**config.mk**
```make
export PLATFORM = sky130hd
export DESIGN_NAME = gpio_bank_ctrl
export DESIGN_NICKNAME = d
export VERILOG_FILES = /design/src/rtl/gpio_bank_ctrl.sv
export SDC_FILE = /design/constraint.sdc
export NUM_CORES = 1
export LEC_CHECK = 0
export BUFFER_PORTS_ARGS = -buffer_cell sky130_fd_sc_hd__buf_2
export CAP_MARGIN = 0
export CORE_MARGIN = 10
export CORE_UTILIZATION = 38
export CTS_BUF_LIST = sky130_fd_sc_hd__clkbuf_4 sky130_fd_sc_hd__clkbuf_8
export CTS_CLUSTER_DIAMETER = 30
export DETAILED_ROUTE_END_ITERATION = 6
export PLACE_DENSITY = 0.84
export SYNTH_ARGS = -nofsm -noshare
export SYNTH_HDL_FRONTEND = slang
export SYNTH_SLANG_ARGS = --single-unit
```
**constraint.sdc**
```tcl
create_clock -name aclk -period 1.5 [get_ports aclk]
set_input_delay 0.075 -clock aclk [delete_from_list [all_inputs] [get_ports aclk]]
set_output_delay 0.075 -clock aclk [all_outputs]
set_load 0.1 [all_outputs]
```
**src/rtl/gpio_bank_ctrl.sv**
```systemverilog
// gpio_bank_ctrl: register-programmable GPIO bank for up to 32 pins.
// Drives per-pin output/tristate and conditions the asynchronous inputs.
// The input path is a 2-FF synchronizer followed by edge detection.
// Edges latch into a W1C status register, and one level interrupt is raised.
// Optional feature macro: GPIO_BANK_CTRL_DEBOUNCE_EN. When it is defined,
// each pin gets a stable-sample debounce stage after the synchronizer.
module gpio_bank_ctrl #(
  parameter int          C_NUM_OF_PIN      = 1,
  parameter logic [31:0] C_TRI_DEFAULT     = 32'hFFFF_FFFF,
  parameter int          C_DEBOUNCE_CYCLES = 16
) (
  input  logic                    aclk,
  input  logic                    aresetn,
  input  logic                    wr_en,
  input  logic                    rd_en,
  input  logic [2:0]              addr,
  input  logic [31:0]             wdata,
  output logic [31:0]             rdata,
  output logic                    rd_valid,
  output logic [C_NUM_OF_PIN-1:0] gpio_o,
  output logic [C_NUM_OF_PIN-1:0] gpio_t,
  input  logic [C_NUM_OF_PIN-1:0] gpio_i,
  output logic                    irq
);

  localparam int N = C_NUM_OF_PIN;

  localparam logic [2:0] A_DATA_OUT   = 3'd0;
  localparam logic [2:0] A_TRI        = 3'd1;
  localparam logic [2:0] A_DATA_IN    = 3'd2;
  localparam logic [2:0] A_IRQ_EN     = 3'd3;
  localparam logic [2:0] A_IRQ_POL    = 3'd4;
  localparam logic [2:0] A_IRQ_ANY    = 3'd5;
  localparam logic [2:0] A_IRQ_STATUS = 3'd6;

  // Register fields narrower than 32 bits read back with zeros above bit N-1.
  function automatic logic [31:0] zext(input logic [N-1:0] v);
    logic [31:0] r;
    r        = '0;
    r[N-1:0] = v;
    return r;
  endfunction

  logic [N-1:0] data_out;
  logic [N-1:0] tri_val;
  logic [N-1:0] irq_en;
  logic [N-1:0] irq_pol;
  logic [N-1:0] irq_any;
  logic [N-1:0] irq_status;
  logic [N-1:0] sync1;
  logic [N-1:0] sync2;
  logic [N-1:0] cond;
  logic [N-1:0] prev;
  logic [N-1:0] rise;
  logic [N-1:0] fall;
  logic [N-1:0] edge_hit;
  logic [N-1:0] w1c_mask;
  logic [31:0]  rd_mux;

  // Control registers written by the register port; the pins follow them directly.
  always_ff @(posedge aclk or negedge aresetn) begin
    if (!aresetn) begin
      data_out <= '0;
      tri_val  <= C_TRI_DEFAULT[N-1:0];
      irq_en   <= '0;
      irq_pol  <= '0;
      irq_any  <= '0;
    end else if (wr_en) begin
      case (addr)
        A_DATA_OUT: data_out <= wdata[N-1:0];
        A_TRI:      tri_val  <= wdata[N-1:0];
        A_IRQ_EN:   irq_en   <= wdata[N-1:0];
        A_IRQ_POL:  irq_pol  <= wdata[N-1:0];
        A_IRQ_ANY:  irq_any  <= wdata[N-1:0];
        default: ;
      endcase
    end
  end

  assign gpio_o = data_out;
  assign gpio_t = tri_val;

  // Two-flop synchronizer for the asynchronous pin inputs.
  always_ff @(posedge aclk or negedge aresetn) begin
    if (!aresetn) begin
      sync1 <= '0;
      sync2 <= '0;
    end else begin
      sync1 <= gpio_i;
      sync2 <= sync1;
    end
  end

`ifdef GPIO_BANK_CTRL_DEBOUNCE_EN
  localparam logic [15:0] DB_LAST = 16'(C_DEBOUNCE_CYCLES - 1);

  logic [N-1:0] stable;
  logic [15:0]  db_cnt [N];

  // Per-pin debounce: adopt the synchronized value only after it differs for DB_LAST+1 samples.
  always_ff @(posedge aclk or negedge aresetn) begin
    if (!aresetn) begin
      stable <= '0;
      for (int i = 0; i < N; i++) db_cnt[i] <= '0;
    end else begin
      for (int i = 0; i < N; i++) begin
        if (sync2[i] != stable[i]) begin
          if (db_cnt[i] == DB_LAST) begin
            stable[i] <= sync2[i];
            db_cnt[i] <= '0;
          end else begin
            db_cnt[i] <= db_cnt[i] + 16'd1;
          end
        end else begin
          db_cnt[i] <= '0;
        end
      end
    end
  end

  assign cond = stable;
`else
  assign cond = sync2;
`endif

  // Previous conditioned sample, the reference for edge detection.
  always_ff @(posedge aclk or negedge aresetn) begin
    if (!aresetn) prev <= '0;
    else          prev <= cond;
  end

  // Edge selection: IRQ_ANY takes both edges; otherwise IRQ_POL picks falling (1) or rising (0).
  always_comb begin
    rise     = cond & ~prev;
    fall     = ~cond & prev;
    edge_hit = (irq_any & (rise | fall)) |
               (~irq_any & ~irq_pol & rise) |
               (~irq_any & irq_pol & fall);
    w1c_mask = (wr_en && addr == A_IRQ_STATUS) ? wdata[N-1:0] : '0;
  end

  // Sticky status: W1C clears, a same-cycle edge sets and therefore wins.
  always_ff @(posedge aclk or negedge aresetn) begin
    if (!aresetn) irq_status <= '0;
    else          irq_status <= (irq_status & ~w1c_mask) | edge_hit;
  end

  // Registered level interrupt from enabled status bits.
  always_ff @(posedge aclk or negedge aresetn) begin
    if (!aresetn) irq <= 1'b0;
    else          irq <= |(irq_status & irq_en);
  end

  // Read data selection from current (pre-write) register contents.
  always_comb begin
    rd_mux = '0;
    case (addr)
      A_DATA_OUT:   rd_mux = zext(data_out);
      A_TRI:        rd_mux = zext(tri_val);
      A_DATA_IN:    rd_mux = zext(cond);
      A_IRQ_EN:     rd_mux = zext(irq_en);
      A_IRQ_POL:    rd_mux = zext(irq_pol);
      A_IRQ_ANY:    rd_mux = zext(irq_any);
      A_IRQ_STATUS: rd_mux = zext(irq_status);
      default:      rd_mux = '0;
    endcase
  end

  // Registered read port: one-cycle valid pulse, data held between reads.
  always_ff @(posedge aclk or negedge aresetn) begin
    if (!aresetn) begin
      rdata    <= '0;
      rd_valid <= 1'b0;
    end else begin
      rd_valid <= rd_en;
      if (rd_en) rdata <= rd_mux;
    end
  end

endmodule

```
---- Word-level counts from Yosys, hierarchy flattened ----
Index checks and enable logic that the tools add are counted.
W data, S select, Z words.
cells by class
  eq/ne operators ......................... 6
  muxes and demuxes ....................... 2
  bitwise logic cells ..................... 18
  reduce and logical (&&, ||, !) cells .... 7
operators by type and width
  kind                  number
  $reduce_and A2 Y1     5
  $and A1 B1 Y1         9
  $eq A3 B3 Y1 const B  3
  $pmux W1 S7           1
  $eq A3 B2 Y1 const B  2
  $not A1 Y1            5
  $or A1 B1 Y1          4
  $eq A3 B1 Y1 const B  1
  $logic_not A3 Y1      1
  $logic_and A1 B1 Y1   1
  $mux W1               1
word-level totals
  register bits ........................... 43
  bits of input ports ..................... 40
  output and inout bits ................... 36
  word-level logic and storage cells ...... 45

---- Longest topological paths before layout ----
  word-level depth ........................ 7
  mapped depth ............................ 5
  gate-level depth less buffers ........... 5

---- Worst setup path before layout ----
No wires, ideal clock.
  path type ............................... reg2reg
  from .................................... reg data_out, in the netlist gpio_o
  to ...................................... reg rdata[0]
  setup time .............................. 71 ps
  arrival ................................. 1405 ps
  required time ........................... 1429 ps
  path slack .............................. 25 ps
  stages on the path, launching flop included .. 4
  path buffers ............................ 0
  period minus slack after synthesis ...... 1475 ps
  cell sequence ........................... dfrtp_1 -> mux2i_1 -> a22oi_1 -> a32o_1
on the way
  cells in the longest elaborated chain, start to end .. 1
RTL lines
  item                    line  source
  from (decl)             44    logic [N-1:0] data_out;
  from (signal assigned)  70    A_DATA_OUT: data_out <= wdata[N-1:0];
  $pmux W1 S7             157   case (addr)
  to (signal assigned)    176   if (rd_en) rdata <= rd_mux;
  to (decl)               18    output logic [31:0] rdata,
No other way between the ends.
A chain may end at the register's enable or synchronous reset.

---- Worst setup path after layout ----
  from .................................... reg tri_val, in the netlist gpio_t
  to ...................................... out gpio_t
RTL lines
  item                    line  source
  from (decl)             45    logic [N-1:0] tri_val;
  from (signal assigned)  64    tri_val <= C_TRI_DEFAULT[N-1:0];
  from (signal assigned)  71    A_TRI: tri_val <= wdata[N-1:0];
  to (decl)               21    output logic [C_NUM_OF_PIN-1:0] gpio_t,
No word-level cell between the ends.

==> metrics.md <==
| Metric | Value |
|---|---|
| Unrepaired setup endpoints after global routing | `false` |
| Fin Setup TNS | `0 ns` |
| Outcome | `finished, final reports clean` |
| Vias/cell | `4.089` |
| DP HPWL | `1.227 mm` |
| Crit path max fanout | `3` |
| Cts repair resizes | `0` |
| Io pins | `between 70 and 80` |
| WL/cell | `around 12 um` |
| #FFs+latches synth | `12` |
| Core area | `2022 sq um` |
| Hold EP | `irq_en` |
| Worst reg2reg setup slack | `slightly above 0.3 ns` |
| Worst path max stage delay | `0.54 ns` |
| Routability cong. | `between 0.8 and 0.9` |
| Post-synthesis sequential area ratio | `0.3602` |
| Vias in the first global route | `496` |
| Clock buffer depth | `2` |
| DRC viols | `0` |
| Hold/Removal Path Class | `input port to flip-flop` |
| Synth Cell Area | `837.1 sq um` |
| Critical Path AT | `1.24 ns` |
| Post-route cell area | `863.3 sq um` |
| Row Count | `16` |
| Area grow syn2layout | `3.139%` |
| Clock root buffer master | `clkbuf_4` |
| Worst r2r src | `cond` |
| Hold Path Depth | `2` |
| Sequence of cells on the critical path | `buf_2` |
| GRT Util Overall | `0.06469` |
| Die width | `66.94 um` |
| Nets | `140` |
| Num Clock Sinks | `12` |
| Most common flop cell mapped by yosys | `dfrtp_1` |
| CTS tree | `built` |
| Startpoint Class | `flip-flop` |
| Final Slew Violations | `0` |
| MaxCap Viol Count | `0` |
| Mean Syn Cell Area | `between 10 and 15 sq um` |
| Yosys warns | `0` |
| Buf/Inv on CP | `1` |
| CP top delay family | `flip-flops` |
| Layout cells sized above 1 | `0.2784` |
| Asr flop ratio synth | `1.000` |
| Number of nets with antenna violations after routing | `0` |
| PD cells | `around 1500 nW/um^2` |
| Worst reg2reg endpoint | `irq_status` |
| Pin count of the biggest net entering global routing | `13` |
| Drt pass-1 iters | `4` |
| Final Skew | `~0.004 ns` |
| Min cycle time layout | `approximately 1.3 ns` |
| Part of the cycle the worst path needs | `0.8774` |
| VDD IR max | `0.001010 V` |
| Crit-path slowest cell | `dfstp_2` |
| Leakage power figure | `0.4451 nW` |
| Final hold vios | `0` |
| GRT overflow | `0` |
| Clock-pin slew of the registers on the worst-case setup and hold paths | `0.07 ns` |
| Dpl cell area | `797.0 sq um` |
| Setup violations, final | `0` |
| Wire length of the first global-routing pass | `2.194 mm` |
| WL final | `about 1.4 mm` |
| Post-synth cell types | `26` |
| Post-layout util | `0.4270` |
| Crit path kind | `flip-flop to primary output` |
| Filler cell count in the final layout | `209` |
| Max Clock Freq | `759.8 MHz` |
| Initial antenna violation count | `0` |
| # diodes | `0` |
| Starting density of the core | `0.4140` |
| Via count of the routed design | `507` |
| Cell count of the worst reg-to-reg path | `5` |
| CP required | `1.42 ns` |
| Die H | `66.94 um` |
| H-tree lvl count | `1` |
| Number of flops mapped to enable cells by yosys | `0` |
| Post-Synthesis Cells | `80` |
| Clk Latency, worst-skew pair | `0.27 ns` |
| TritonCTS Buffers | `3` |
| Buffers on Ports | `13` |
| Drt initial violations | `1` |
| Die ar. | `4480 sq um` |
| Critical Path Sink Type | `primary output` |
| Source of the worst hold timing path | `wdata[0]` |
registers in the layout, summed over array words and instances, names as in the netlist:
signal / count
sync1: 1
rdata: 1
rd_valid: 1
irq_en: 1
gpio_t: 1
irq: 1
irq_any: 1
gpio_o: 1
irq_pol: 1
prev: 1
irq_status: 1
cond: 1
through the flow:
| step | power (mW) | instances | hold WS (ns) | setup slack, ns |
|---|---|---|---|---|
| finish | 1.328 | 124 | 0.1224 | 0.1839 |
| global route | 1.387 | 124 | 0.1171 | 0.1424 |
| CTS | 1.337 | 124 | 0.1101 | 0.1686 |
| detailed placement | 1.075 | 117 | -0.03660 | 0.3140 |
| global placement | 1.068 | 117 | -0.04154 | 0.3242 |
| floorplan | 1.075 | 110 | -0.2206 | 0.02450 |
synthesized netlist by cell type (2+ instances only):
cell / number / area [sq um]
o21ai_0: 2 / 10.01
ha_1: 2 / 25.02
inv_1: 3 / 11.26
dfrtp_1: 11 / 275.3
mux2_4: 2 / 30.03
mux2_2: 4 / 45.04
buf_4: 32 / 240.2
mux2i_1: 3 / 30.03
nand2_1: 3 / 11.26
nand4b_1: 2 / 17.52
how the worst max path moves through the flow:
stage | start | to | slack (ns) | cells after the start
after global placement | cond | irq_status | 0.32 | 5
after global routing | gpio_t | gpio_t | 0.14 | 1
after CTS | gpio_t | gpio_t | 0.17 | 1
after detailed placement | cond | irq_status | 0.31 | 5
after floorplan | gpio_o | rdata[0] | 0.02 | 3
final | gpio_t | gpio_t | 0.18 | 1
placed cells by master, fill, tap and decap left out, drive strengths merged, types with 2 or more instances in the layout:
| cell type | Yosys | layout |
|---|---|---|
| clkbuf | 0 | 4 |
| ha | 2 | 2 |
| nand4b | 2 | 2 |
| mux2 | 6 | 6 |
| nand2 | 3 | 3 |
| nor3 | 2 | 2 |
| nand2b | 2 | 2 |
| buf | 33 | 13 |
| conb | 1 | 31 |
| dlygate4sd3 | 0 | 3 |
| inv | 3 | 3 |
| o21ai | 2 | 2 |
| dfrtp | 11 | 11 |
| mux2i | 3 | 3 |
power by group:
group	internal [mW]	switching, mW	leakage [nW]
clock	0.148	0.104	0.0210
sequential	0.375	0.0305	0.139
combinational	0.0907	0.579	0.286
routing by layer:
metal | routed length (um) | GRT usage | vias to the layer above
met5 | 0 | 0 | -
met2 | 635 | 0.1043 | 37
met1 | 480 | 0.05871 | 230
met4 | 45 | 0.06154 | 0
li1 | - | - | 235
met3 | 279 | 0.03010 | 5
cell families (layout without fill, tap and decap cells):
group,count (synthesis),after routing,synth area share
buffers and inverters,36,23,0.3139
AOI/OAI and AO/OA,5,5,0.04037
DFF,12,12,0.3602
adders and majority gates,2,2,0.02989
other,1,31,0.004480
and+or+nand+nor,15,15,0.1256
muxes,9,9,0.1256
what timing repair did:
action	in CTS	in global routing
endpoints found under the hold margin	14	0
hold buffers	3	0
setup buffers	0	0
final cells by class:
type                            instances  area, sq um  area share
Multi-Input combinational cell         62        385.4      0.4464
Sequential cell                        12        301.5      0.3493
Timing Repair Buffer                   16        95.09      0.1101
Clock buffer                            4        36.28     0.04203
Tap cell                               27        33.78     0.03913
Inverter                                3        11.26     0.01304
Note: power is estimated with default switching activity, not from simulation.
